[src/rtl/unified_mem_arbiter.sv]
// Arbiter sharing one single-port, fixed-latency memory between instruction-fetch and data ports.
// Each access is IDLE (grant) -> ACC (LATENCY cycles) -> DONE (one-cycle ready pulse).
module unified_mem_arbiter #(
  parameter int ADDR_W  = 32,
  parameter int DATA_W  = 32,
  parameter int LATENCY = 2
) (
  input  logic              clk,
  input  logic              rst,
  input  logic              if_req,
  input  logic [ADDR_W-1:0] if_addr,
  output logic [DATA_W-1:0] if_rdata,
  output logic              if_ready,
  input  logic              d_read,
  input  logic              d_write,
  input  logic [ADDR_W-1:0] d_addr,
  input  logic [DATA_W-1:0] d_wdata,
  output logic [DATA_W-1:0] d_rdata,
  output logic              d_ready,
  output logic              mem_en,
  output logic              mem_we,
  output logic [ADDR_W-1:0] mem_addr,
  output logic [DATA_W-1:0] mem_wdata,
  input  logic [DATA_W-1:0] mem_rdata,
  output logic              stall_if,
  output logic              stall_mem,
  output logic              busy
);

  typedef enum logic [1:0] {IDLE, ACC, DONE} state_t;

  localparam logic [3:0] CNT_LAST = 4'(LATENCY - 1);

  state_t            state, state_nxt;
  logic [3:0]        cnt;
  logic              owner;
  logic              last_owner;
  logic [ADDR_W-1:0] addr_lat;
  logic [DATA_W-1:0] wdata_lat;
  logic              we_lat;
  logic              d_req;
  logic              grant;
  logic              grant_owner;
  logic              acc_last;

  assign d_req    = d_read | d_write;
  assign acc_last = (cnt == CNT_LAST);

  // When both ports are pending, the port that did not own the previous access wins.
  always_comb begin
    state_nxt   = state;
    grant       = 1'b0;
    grant_owner = 1'b0;
    case (state)
      IDLE: begin
        if (d_req && (!if_req || !last_owner)) begin
          grant       = 1'b1;
          grant_owner = 1'b1;
          state_nxt   = ACC;
        end else if (if_req) begin
          grant       = 1'b1;
          grant_owner = 1'b0;
          state_nxt   = ACC;
        end
      end
      ACC:     if (acc_last) state_nxt = DONE;
      DONE:    state_nxt = IDLE;
      default: state_nxt = IDLE;
    endcase
  end

  always_ff @(posedge clk) begin
    if (rst) state <= IDLE;
    else     state <= state_nxt;
  end

  always_ff @(posedge clk) begin
    if (rst) begin
      cnt        <= 4'd0;
      owner      <= 1'b0;
      last_owner <= 1'b1;
      if_ready   <= 1'b0;
      d_ready    <= 1'b0;
      if_rdata   <= '0;
      d_rdata    <= '0;
      addr_lat   <= '0;
      wdata_lat  <= '0;
      we_lat     <= 1'b0;
    end else begin
      if_ready <= 1'b0;
      d_ready  <= 1'b0;
      if (grant) begin
        owner     <= grant_owner;
        addr_lat  <= grant_owner ? d_addr : if_addr;
        wdata_lat <= d_wdata;
        we_lat    <= grant_owner & d_write;
        cnt       <= 4'd0;
      end
      // Memory read data is only valid in the final enabled cycle.
      if (state == ACC) begin
        cnt <= cnt + 4'd1;
        if (acc_last) begin
          last_owner <= owner;
          if (owner) begin
            d_ready <= 1'b1;
            if (!we_lat) d_rdata <= mem_rdata;
          end else begin
            if_ready <= 1'b1;
            if_rdata <= mem_rdata;
          end
        end
      end
    end
  end

  assign mem_en    = (state == ACC);
  assign mem_we    = mem_en & we_lat;
  assign mem_addr  = addr_lat;
  assign mem_wdata = wdata_lat;
  assign stall_if  = if_req & ~if_ready;
  assign stall_mem = d_req & ~d_ready;
  assign busy      = (state != IDLE);

endmodule

[config.mk]
export PLATFORM = sky130hd
export DESIGN_NAME = unified_mem_arbiter
export DESIGN_NICKNAME = d
export VERILOG_FILES = /design/src/rtl/unified_mem_arbiter.sv
export SDC_FILE = /design/constraint.sdc
export NUM_CORES = 1
export LEC_CHECK = 0
export ABC_AREA = 1
export BUFFER_PORTS_ARGS = -buffer_cell sky130_fd_sc_hd__buf_2
export CAP_MARGIN = 20
export CORE_MARGIN = 2
export CORE_UTILIZATION = 43
export CTS_CLUSTER_SIZE = 30
export DETAILED_ROUTE_END_ITERATION = 10
export PLACE_DENSITY_LB_ADDON = 0.12
export SKIP_LAST_GASP = 1
export SYNTH_ARGS = -nofsm -noshare
export SYNTH_HDL_FRONTEND = slang
export SYNTH_SLANG_ARGS = --single-unit
[constraint.sdc]
create_clock -name clk -period 1.3 [get_ports clk]
set_input_delay 0.26 -clock clk [delete_from_list [all_inputs] [get_ports clk]]
set_output_delay 0.26 -clock clk [all_outputs]
set_load 0.03 [all_outputs]
==> Yosys cells after proc, flatten, opt, wreduce, memory -nomap -nowiden <==
Index checks and enable logic that the tools add are counted.
Widths: inputs -> output; s select.
{ "word_totals": {"register_bits": 139, "word_cells": 53, "input_bits": 133} }
{ "classes": {"n_reduce_logical": 12, "n_mux": 14, "n_bitwise": 11, "n_eq_ne": 4, "add_sub_neg": 1} }
{ "op_table": {"columns": ["op", "count"], "rows": [
  ["$mux 32", 1],
  ["$mux 4", 2],
  ["$mux 1", 7],
  ["$mux 2", 3],
  ["$not 1->1", 6],
  ["$add 4x1->4 const B", 1],
  ["$and 1x1->1", 4],
  ["$eq 4x1->1 const B", 1],
  ["$pmux 2 s2", 1],
  ["$reduce_and 2->1", 2],
  ["$reduce_and 4->1", 1],
  ["$reduce_bool 2->1", 2],
  ["$ne 3x3->1 const B", 1],
  ["$reduce_and 3->1", 1],
  ["$reduce_or 3->1", 1],
  ["$eq 2x1->1 const B", 1],
  ["$logic_not 1->1", 2],
  ["$logic_not 2->1", 1],
  ["$ne 2x1->1 const B", 1],
  ["$logic_and 1x1->1", 1],
  ["$logic_or 1x1->1", 1],
  ["$or 1x1->1", 1]
]} }

==> Depth between registers and ports, before layout <==
Gate-level depths: netlist of the first run.
{ "depth": {"depth_word": 7, "ltp_mapped": 9} }

==> Worst setup path after synthesis of the first run <==
Ideal clock, no wire load.
{ "synth_timing": {"path_kind": "register to register", "from": "register state[0]", "to": "register d_rdata[12]", "stages_incl_launch_ff": 9, "t_arrival_ns": 1.368, "required_time_ns": 1.187, "n_path_buf": 1, "path_slack_ns": -0.181, "cell_sequence": "dfxtp_1 > inv_2 > nor2_4 > nand2_4 > nor2_8 > buf_12 > nand2_2 > nand2_1 > nor2_1"} }
{ "synth_between": {"elab_chain_len": 2} }
{ "synth_lines": {"columns": ["element", "line", "source"], "rows": [
  ["start: declaration", "34", "state_t state, state_nxt;"],
  ["start signal: assignment", "74", "else state <= state_nxt;"],
  ["$eq 2x1->1", null, null],
  ["via mem_en", "20", "output logic mem_en,"],
  ["$reduce_and 4->1 (no line)", null, null],
  ["end signal: assignment", "106", "if (!we_lat) d_rdata <= mem_rdata;"],
  ["end: declaration", "18", "output logic [DATA_W-1:0] d_rdata,"]
]} }
The timed path passes the listed nets, and every way through them passes these cells.
A chain may end at the register's enable or synchronous reset.

==> Worst setup path after layout of the first run <==
{ "layout_timing": {"from": "register state[1]", "to": "output port mem_we"} }
{ "layout_between": {"elab_chain_len": 2} }
{ "layout_lines": {"columns": ["element", "line", "source"], "rows": [
  ["$eq 2x1->1", "116", "assign mem_en = (state == ACC);"],
  ["$and 1x1->1", "117", "assign mem_we = mem_en & we_lat;"],
  ["end: declaration", "21", "output logic mem_we,"]
]} }
Every way passes these cells.

==> results.sh, run 1 <==
export IMPL_critical_path_arrival_ns=1.18
export IMPL_initial_utilization=0.444
export IMPL_fmax_mhz=692
export IMPL_io_buffers=267
export IMPL_syn_nets=968
export IMPL_synth_simple_area_share=0.313
export IMPL_maxCapViolCount=0
export IMPL_clock_sinks=139
export IMPL_setup_ws_ns=-0.145
export IMPL_rsz0062_at_grt="true"
export IMPL_synth_top_family_by_area="simple AND/OR/NAND/NOR gates"
export IMPL_die_w_um=121
export IMPL_pwr_density_cell_nw_per_um2=1360
export IMPL_grt_overflow_total=0
export IMPL_first_iter_violations=372
export IMPL_rows=42
export IMPL_synth_seq_area_share=0.472
export IMPL_synth_seq_cells=139
export IMPL_die_area_um2=14700
export IMPL_synth_area_mux_share=0
export IMPL_path_max_fanout=3
export IMPL_relSlewSlack=0.702
export IMPL_ir_drop_v=0.000871
export IMPL_critPathRequiredTime_ns=1.04
export IMPL_syn_cell_area_um2=5900
export IMPL_hold_path_depth=3
export IMPL_yosys_warnings=0
export IMPL_grt_util_all_layers=0.241
export IMPL_cts_htree_levels=4
export IMPL_p_leak_nw=5.05
export IMPL_firstDrtPassIters=5
export IMPL_clk_pin_slew_ns=0.06
export IMPL_synth_compound_area_share=0.0900
export IMPL_postRouteAntennaNets=0
export IMPL_viasPerCell=4.90
export IMPL_layout_commonest_cell="buf_2"
export IMPL_synth_area_per_cell_um2=7.08
export IMPL_grt_pass1_wl_um=27900
export IMPL_period_needed_ns=1.44
export IMPL_antenna_found_initial=1
export IMPL_io_pins=268
export IMPL_status="finished, violations left"
export IMPL_setup_violations=88
export IMPL_vias=6547
export IMPL_post_route_cells_drive_above_1_share=0.479
export IMPL_filler_cell_count=1053
export IMPL_layout_nets=1281
export IMPL_routed_wirelength_um=20700
export IMPL_grt_max_degree=46
export IMPL_yosysUniqueCellTypes=23
export IMPL_hp_class="input port to flop"
export IMPL_synthAdderAreaFrac=0.00424
export IMPL_dp_cells=1258
export IMPL_cts_hold_buf=0
export IMPL_layout_common_cells="buf_2, nor2_1, dfxtp_1"
export IMPL_hold_violations=0
export IMPL_clk_latency_ns=0.41
export IMPL_core_um2=13300
export IMPL_die_h_um=121
export IMPL_clockBufferDepth=2
export IMPL_syn_instance_count=833
export IMPL_place_ws_ns=-0.0769
export IMPL_hpwlAfterDp_um=12200
export IMPL_fin_cells=1336
export IMPL_end_kind="output pin"
export IMPL_r2r_start="state[1]"
export IMPL_fin_total_pwr_mw=13.2
export IMPL_slew_viol_final=0
export IMPL_violations="setup timing"
export IMPL_startpoint="state[1]"
export IMPL_cts_root_buf="clkbuf_16"
export IMPL_synth_xor_area_share=0
export IMPL_min_from="d_wdata[31]"
export IMPL_worst_setup_path_start_kind="flop"
export IMPL_numCtsBuffers=17
export IMPL_setup_tns_final_ns=-5.09
export IMPL_fin_crit_sh=1.11
export IMPL_worstSetupPathType="flop to output pin"
export IMPL_finalClockSkew_ns=0.00888
export IMPL_area_growth_pct=65.4
export IMPL_grt_pass1_vias=5579
export IMPL_place_congestion=0.822
export IMPL_rr_worst_depth=10
export IMPL_tightestPinTransition_ns=0.447
export IMPL_cts_tree="yes"
export IMPL_drc=0
export IMPL_wire_per_inst_um=15.5
==> kinds of logic (layout without fill, tap and decap cells) <==
kind of cell | Yosys count | count (layout)
flip-flops | 139 | 139
adder cells (fa/ha/maj) | 2 | 2
AO/OA/AOI/OAI | 106 | 106
buffers and inverters | 163 | 488
AND/OR/NAND/NOR | 423 | 424
other | 0 | 1
==> stage by stage <==
stage               area [µm²]  utilization  hold WS (ns)
CTS                       8630        0.649        0.0778
global route              9760        0.734        0.0881
detailed placement        7560        0.569         0.458
finish                    9760        0.734        0.0789
floorplan                 5900            -         0.409
global placement          7560        0.569         0.446
==> worst max-delay path, stage by stage, from the launching register on <==
cell and delay [ns]:
dfxtp_4 0.36, inv_2 0.05, nand2_2 0.05, buf_6 0.12, nor2_4 0.07, buf_6 0.13
==> synthesized netlist by cell type <==
master | instances | area, µm²
a21oi_1 | 39 | 195
buf_1 | 3 | 11.3
buf_12 | 3 | 60.1
buf_2 | 13 | 65.1
buf_8 | 3 | 45.0
clkbuf_1 | 30 | 113
clkinv_1 | 1 | 3.75
dfxtp_1 | 139 | 2780
ha_1 | 2 | 25.0
inv_1 | 108 | 405
inv_2 | 2 | 7.51
nand2_1 | 113 | 424
nand2_2 | 30 | 188
nand2_4 | 1 | 11.3
nand3_1 | 41 | 205
nand4_1 | 33 | 206
nor2_1 | 197 | 739
nor2_2 | 4 | 25.0
nor2_4 | 2 | 22.5
nor2_8 | 1 | 20.0
o21ai_0 | 52 | 260
o21ai_1 | 15 | 75.1
or2_2 | 1 | 6.26
==> area by class of cell <==
cell class / instances / area [µm²] / area share
inverters: 111 / 443 / 0.0454
clock buffers: 19 / 443 / 0.0454
well taps: 176 / 220 / 0.0226
clock inverters: 13 / 101 / 0.0104
diodes: 1 / 2.50 / 0.000257
multi-input cells: 532 / 3090 / 0.317
flip-flops and latches: 139 / 2800 / 0.287
repair inverters: 1 / 16.3 / 0.00167
repair buffers: 344 / 2640 / 0.271
==> report_power, final <==
| group | internal (mW) | switching [mW] | total [mW] | leakage, nW |
|---|---|---|---|---|
| clock network | 2.65 | 1.80 | 4.45 | 0.268 |
| logic | 1.56 | 2.39 | 3.95 | 3.64 |
| registers | 4.63 | 0.194 | 4.83 | 1.14 |
| total | 8.85 | 4.38 | 13.2 | 5.05 |
==> state kept, by name (all words and copies together) (netlist names), 2 cells and up <==
signal / cells
cnt: 4
state: 2
if_rdata: 32
mem_addr: 32
d_rdata: 32
mem_wdata: 32
==> path summary, 6_finish.rpt <==
kind / to / slack, ns
max: mem_we / -0.14
max reg2reg: if_rdata[9] / -0.12
min reg2reg: if_rdata[4] / 0.46
min: mem_wdata[31] / 0.08
==> repair_timing <==
item / in CTS / in global routing
pin swaps: 14 / 37
buffers inserted: 14 / 6
gates resized for setup: 52 / 239
endpoints found under the setup margin: 50 / 133
cloned: 9 / 20
==> routing by layer <==
layer	global-route usage	up-vias	wire, µm
li1	-	3233	-
met4	0.0952	0	597
met5	0	-	0
met2	0.401	274	10300
met3	0.0710	39	1620
met1	0.292	3001	8180
No activity file was read; power rests on OpenSTA's default activity.
==> run 2: changes to the inputs <==
--- a/config.mk
+++ b/config.mk
@@ -8,11 +8,13 @@
 export ABC_AREA = 1
 export BUFFER_PORTS_ARGS = -buffer_cell sky130_fd_sc_hd__buf_2
 export CAP_MARGIN = 20
+export CORE_ASPECT_RATIO = 1.1
 export CORE_MARGIN = 2
-export CORE_UTILIZATION = 43
+export CORE_UTILIZATION = 51
 export CTS_CLUSTER_SIZE = 30
 export DETAILED_ROUTE_END_ITERATION = 10
 export PLACE_DENSITY_LB_ADDON = 0.12
+export SETUP_SLACK_MARGIN = 0.15
 export SKIP_LAST_GASP = 1
 export SYNTH_ARGS = -nofsm -noshare
 export SYNTH_HDL_FRONTEND = slang
==> constraint.sdc (replaced) <==
create_clock -name clk -period 1.7 [get_ports clk]
set_input_delay 0.34 -clock clk [delete_from_list [all_inputs] [get_ports clk]]
set_output_delay 0.34 -clock clk [all_outputs]
set_load 0.03 [all_outputs]
==> results.sh, run 2 (synthesis results as in run 1) <==
export IMPL_status="completed"
export IMPL_tightestPinTransition_ns=0.423
export IMPL_slew_viol_final=0
export IMPL_fin_total_pwr_mw=9.76
export IMPL_hp_class="input port to flop"
export IMPL_relSlewSlack=0.718
export IMPL_min_from="d_wdata[12]"
export IMPL_p_switching_mw=2.93
export IMPL_grt_util_all_layers=0.250
export IMPL_setup_violations=0
export IMPL_wire_per_inst_um=12.8
export IMPL_setup_tns_final_ns=0
export IMPL_critical_path_arrival_ns=1.19
export IMPL_die_h_um=117
export IMPL_hold_violations=0
export IMPL_drc=0
export IMPL_viasPerCell=4.80
export IMPL_r2r_slack_ns=0.25
export IMPL_cts_htree_levels=4
export IMPL_min_to="mem_wdata[12]"
export IMPL_io_buffers=267
export IMPL_grt_max_degree=57
export IMPL_grt_overflow_total=0
export IMPL_firstDrtPassIters=5
export IMPL_placed_area_um2=7390
export IMPL_place_congestion=0.807
export IMPL_n_antenna_cell=0
export IMPL_cts_hold_buf=0
export IMPL_area_growth_pct=39.2
export IMPL_grt_pass1_wl_um=24800
export IMPL_end_kind="output pin"
export IMPL_layout_nets=1232
export IMPL_clk_latency_ns=0.41
export IMPL_clock_sinks=139
export IMPL_hold_path_depth=3
export IMPL_cts_tree="yes"
export IMPL_pwr_share_clk=0.394
export IMPL_seqPwrFrac=0.377
export IMPL_post_route_cells_drive_above_1_share=0.340
export IMPL_worstSetupPathType="flop to output pin"
export IMPL_filler_cell_count=1019
export IMPL_die_w_um=107
export IMPL_r2r_start="state[0]"
export IMPL_postRouteAntennaNets=0
export IMPL_layout_common_cells="buf_2, nor2_1, dfxtp_1"
export IMPL_path_max_fanout=3
export IMPL_first_iter_violations=343
export IMPL_critPathRequiredTime_ns=1.36
export IMPL_io_pins=268
export IMPL_reg2reg_to="mem_addr[24]"
export IMPL_layout_commonest_cell="buf_2"
export IMPL_multi_input_area_um2=2430
export IMPL_vias=6039
export IMPL_fin_crit_sh=0.898
export IMPL_clockBufferDepth=2
export IMPL_ir_drop_v=0.000712
export IMPL_combinationalPowerShare=0.229
export IMPL_hold_ws_ns=0.181
export IMPL_finalClockSkew_ns=0.00734
export IMPL_cts_root_buf="clkbuf_16"
export IMPL_antenna_found_initial=1
export IMPL_numCtsBuffers=17
export IMPL_initial_utilization=0.518
export IMPL_clk_pin_slew_ns=0.05
export IMPL_path_cells="nor2_4 > buf_12 > inv_4 > buf_6"
export IMPL_rr_worst_depth=9
export IMPL_grt_pass1_vias=5214
export IMPL_core_um2=11400
export IMPL_path_buf_inv=3
export IMPL_routed_wirelength_um=16000
export IMPL_p_leak_nw=4.42
export IMPL_cpMaxStageDelayCell="dfxtp_4"
export IMPL_worst_setup_path_start_kind="flop"
export IMPL_path_delay_family="flip-flops"
export IMPL_period_needed_ns=1.53
export IMPL_maxCapViolCount=0
export IMPL_final_cell_area_um2=8210
export IMPL_intPower_mw=6.83
export IMPL_rows=41
export IMPL_hpwlAfterDp_um=11100
export IMPL_final_util=0.721
export IMPL_max_stage_delay_ns=0.36
export IMPL_fmax_mhz=655
export IMPL_pwr_density_cell_nw_per_um2=1190
export IMPL_sw_frac_of_total=0.300
export IMPL_rsz0062_at_grt="true"
export IMPL_die_area_um2=12400
export IMPL_seq_area_um2=2790
run 2: worst max path at each step:
stage	depth (start not counted)	endpoint	slack, ns	from
6_report	4	busy	0.17	state[0]
3_3_place_gp	9	if_rdata[6]	0.21	cnt[1]
3_5_place_dp	9	if_rdata[24]	0.15	cnt[1]
4_1_cts	4	busy	0.13	state[1]
2_1_floorplan	8	d_rdata[12]	0.22	state[0]
5_1_grt	4	busy	0.11	state[0]
run 2: layer usage:
layer  track usage  wire length, µm  vias to the layer above
met5             0               14                        -
met4        0.0900              315                        2
met3        0.0869             1350                       26
met2         0.433             7910                      243
met1         0.290             6450                     2658
li1              -                -                     3110
run 2: per-stage QoR:
stage / cells / worst slack [ns]
2_1_floorplan: 833 / 0.219
3_3_place_gp: 1219 / 0.208
3_5_place_dp: 1219 / 0.152
4_1_cts: 1254 / 0.130
5_1_grt: 1258 / 0.111
6_report: 1258 / 0.173
run 2: timing repair:
| item | 4_1_cts | 5_1_grt |
|---|---|---|
| endpoints found under the hold margin | 0 | 0 |
| endpoints found under the setup margin | 20 | 96 |
| setup buffers | 4 | 3 |
| pin swaps | 3 | 2 |
| gates resized for setup | 13 | 17 |
| cloned | 1 | 1 |
run 2: power groups by stage:
stage          clock (mW)  sequential, mW  combinational [mW]
5_1_grt              4.06            3.71                2.44
2_1_floorplan           0            4.27               0.861
3_3_place_gp            0            3.74                2.08
6_report             3.85            3.68                2.23
3_5_place_dp            0            3.75                2.09
4_1_cts              3.91            3.68                2.17
run 2: layout make-up:
class | instances | area share
clock buffer | 19 | 0.0552
clock inverter | 11 | 0.0207
inverter | 111 | 0.0517
multi-input combinational | 531 | 0.296
sequential | 139 | 0.340
tap | 150 | 0.0229
timing repair buffer | 297 | 0.214
run 2: worst reg2reg max path, cell delays in order (launching register included):
cell and delay, ns:
dfxtp_4 0.36, nor2_4 0.15, buf_4 0.14, buf_6 0.14, nand3_2 0.12, buf_6 0.17, nand2_1 0.10, nand3_1 0.08
nand2_1 0.06, inv_1 0.03
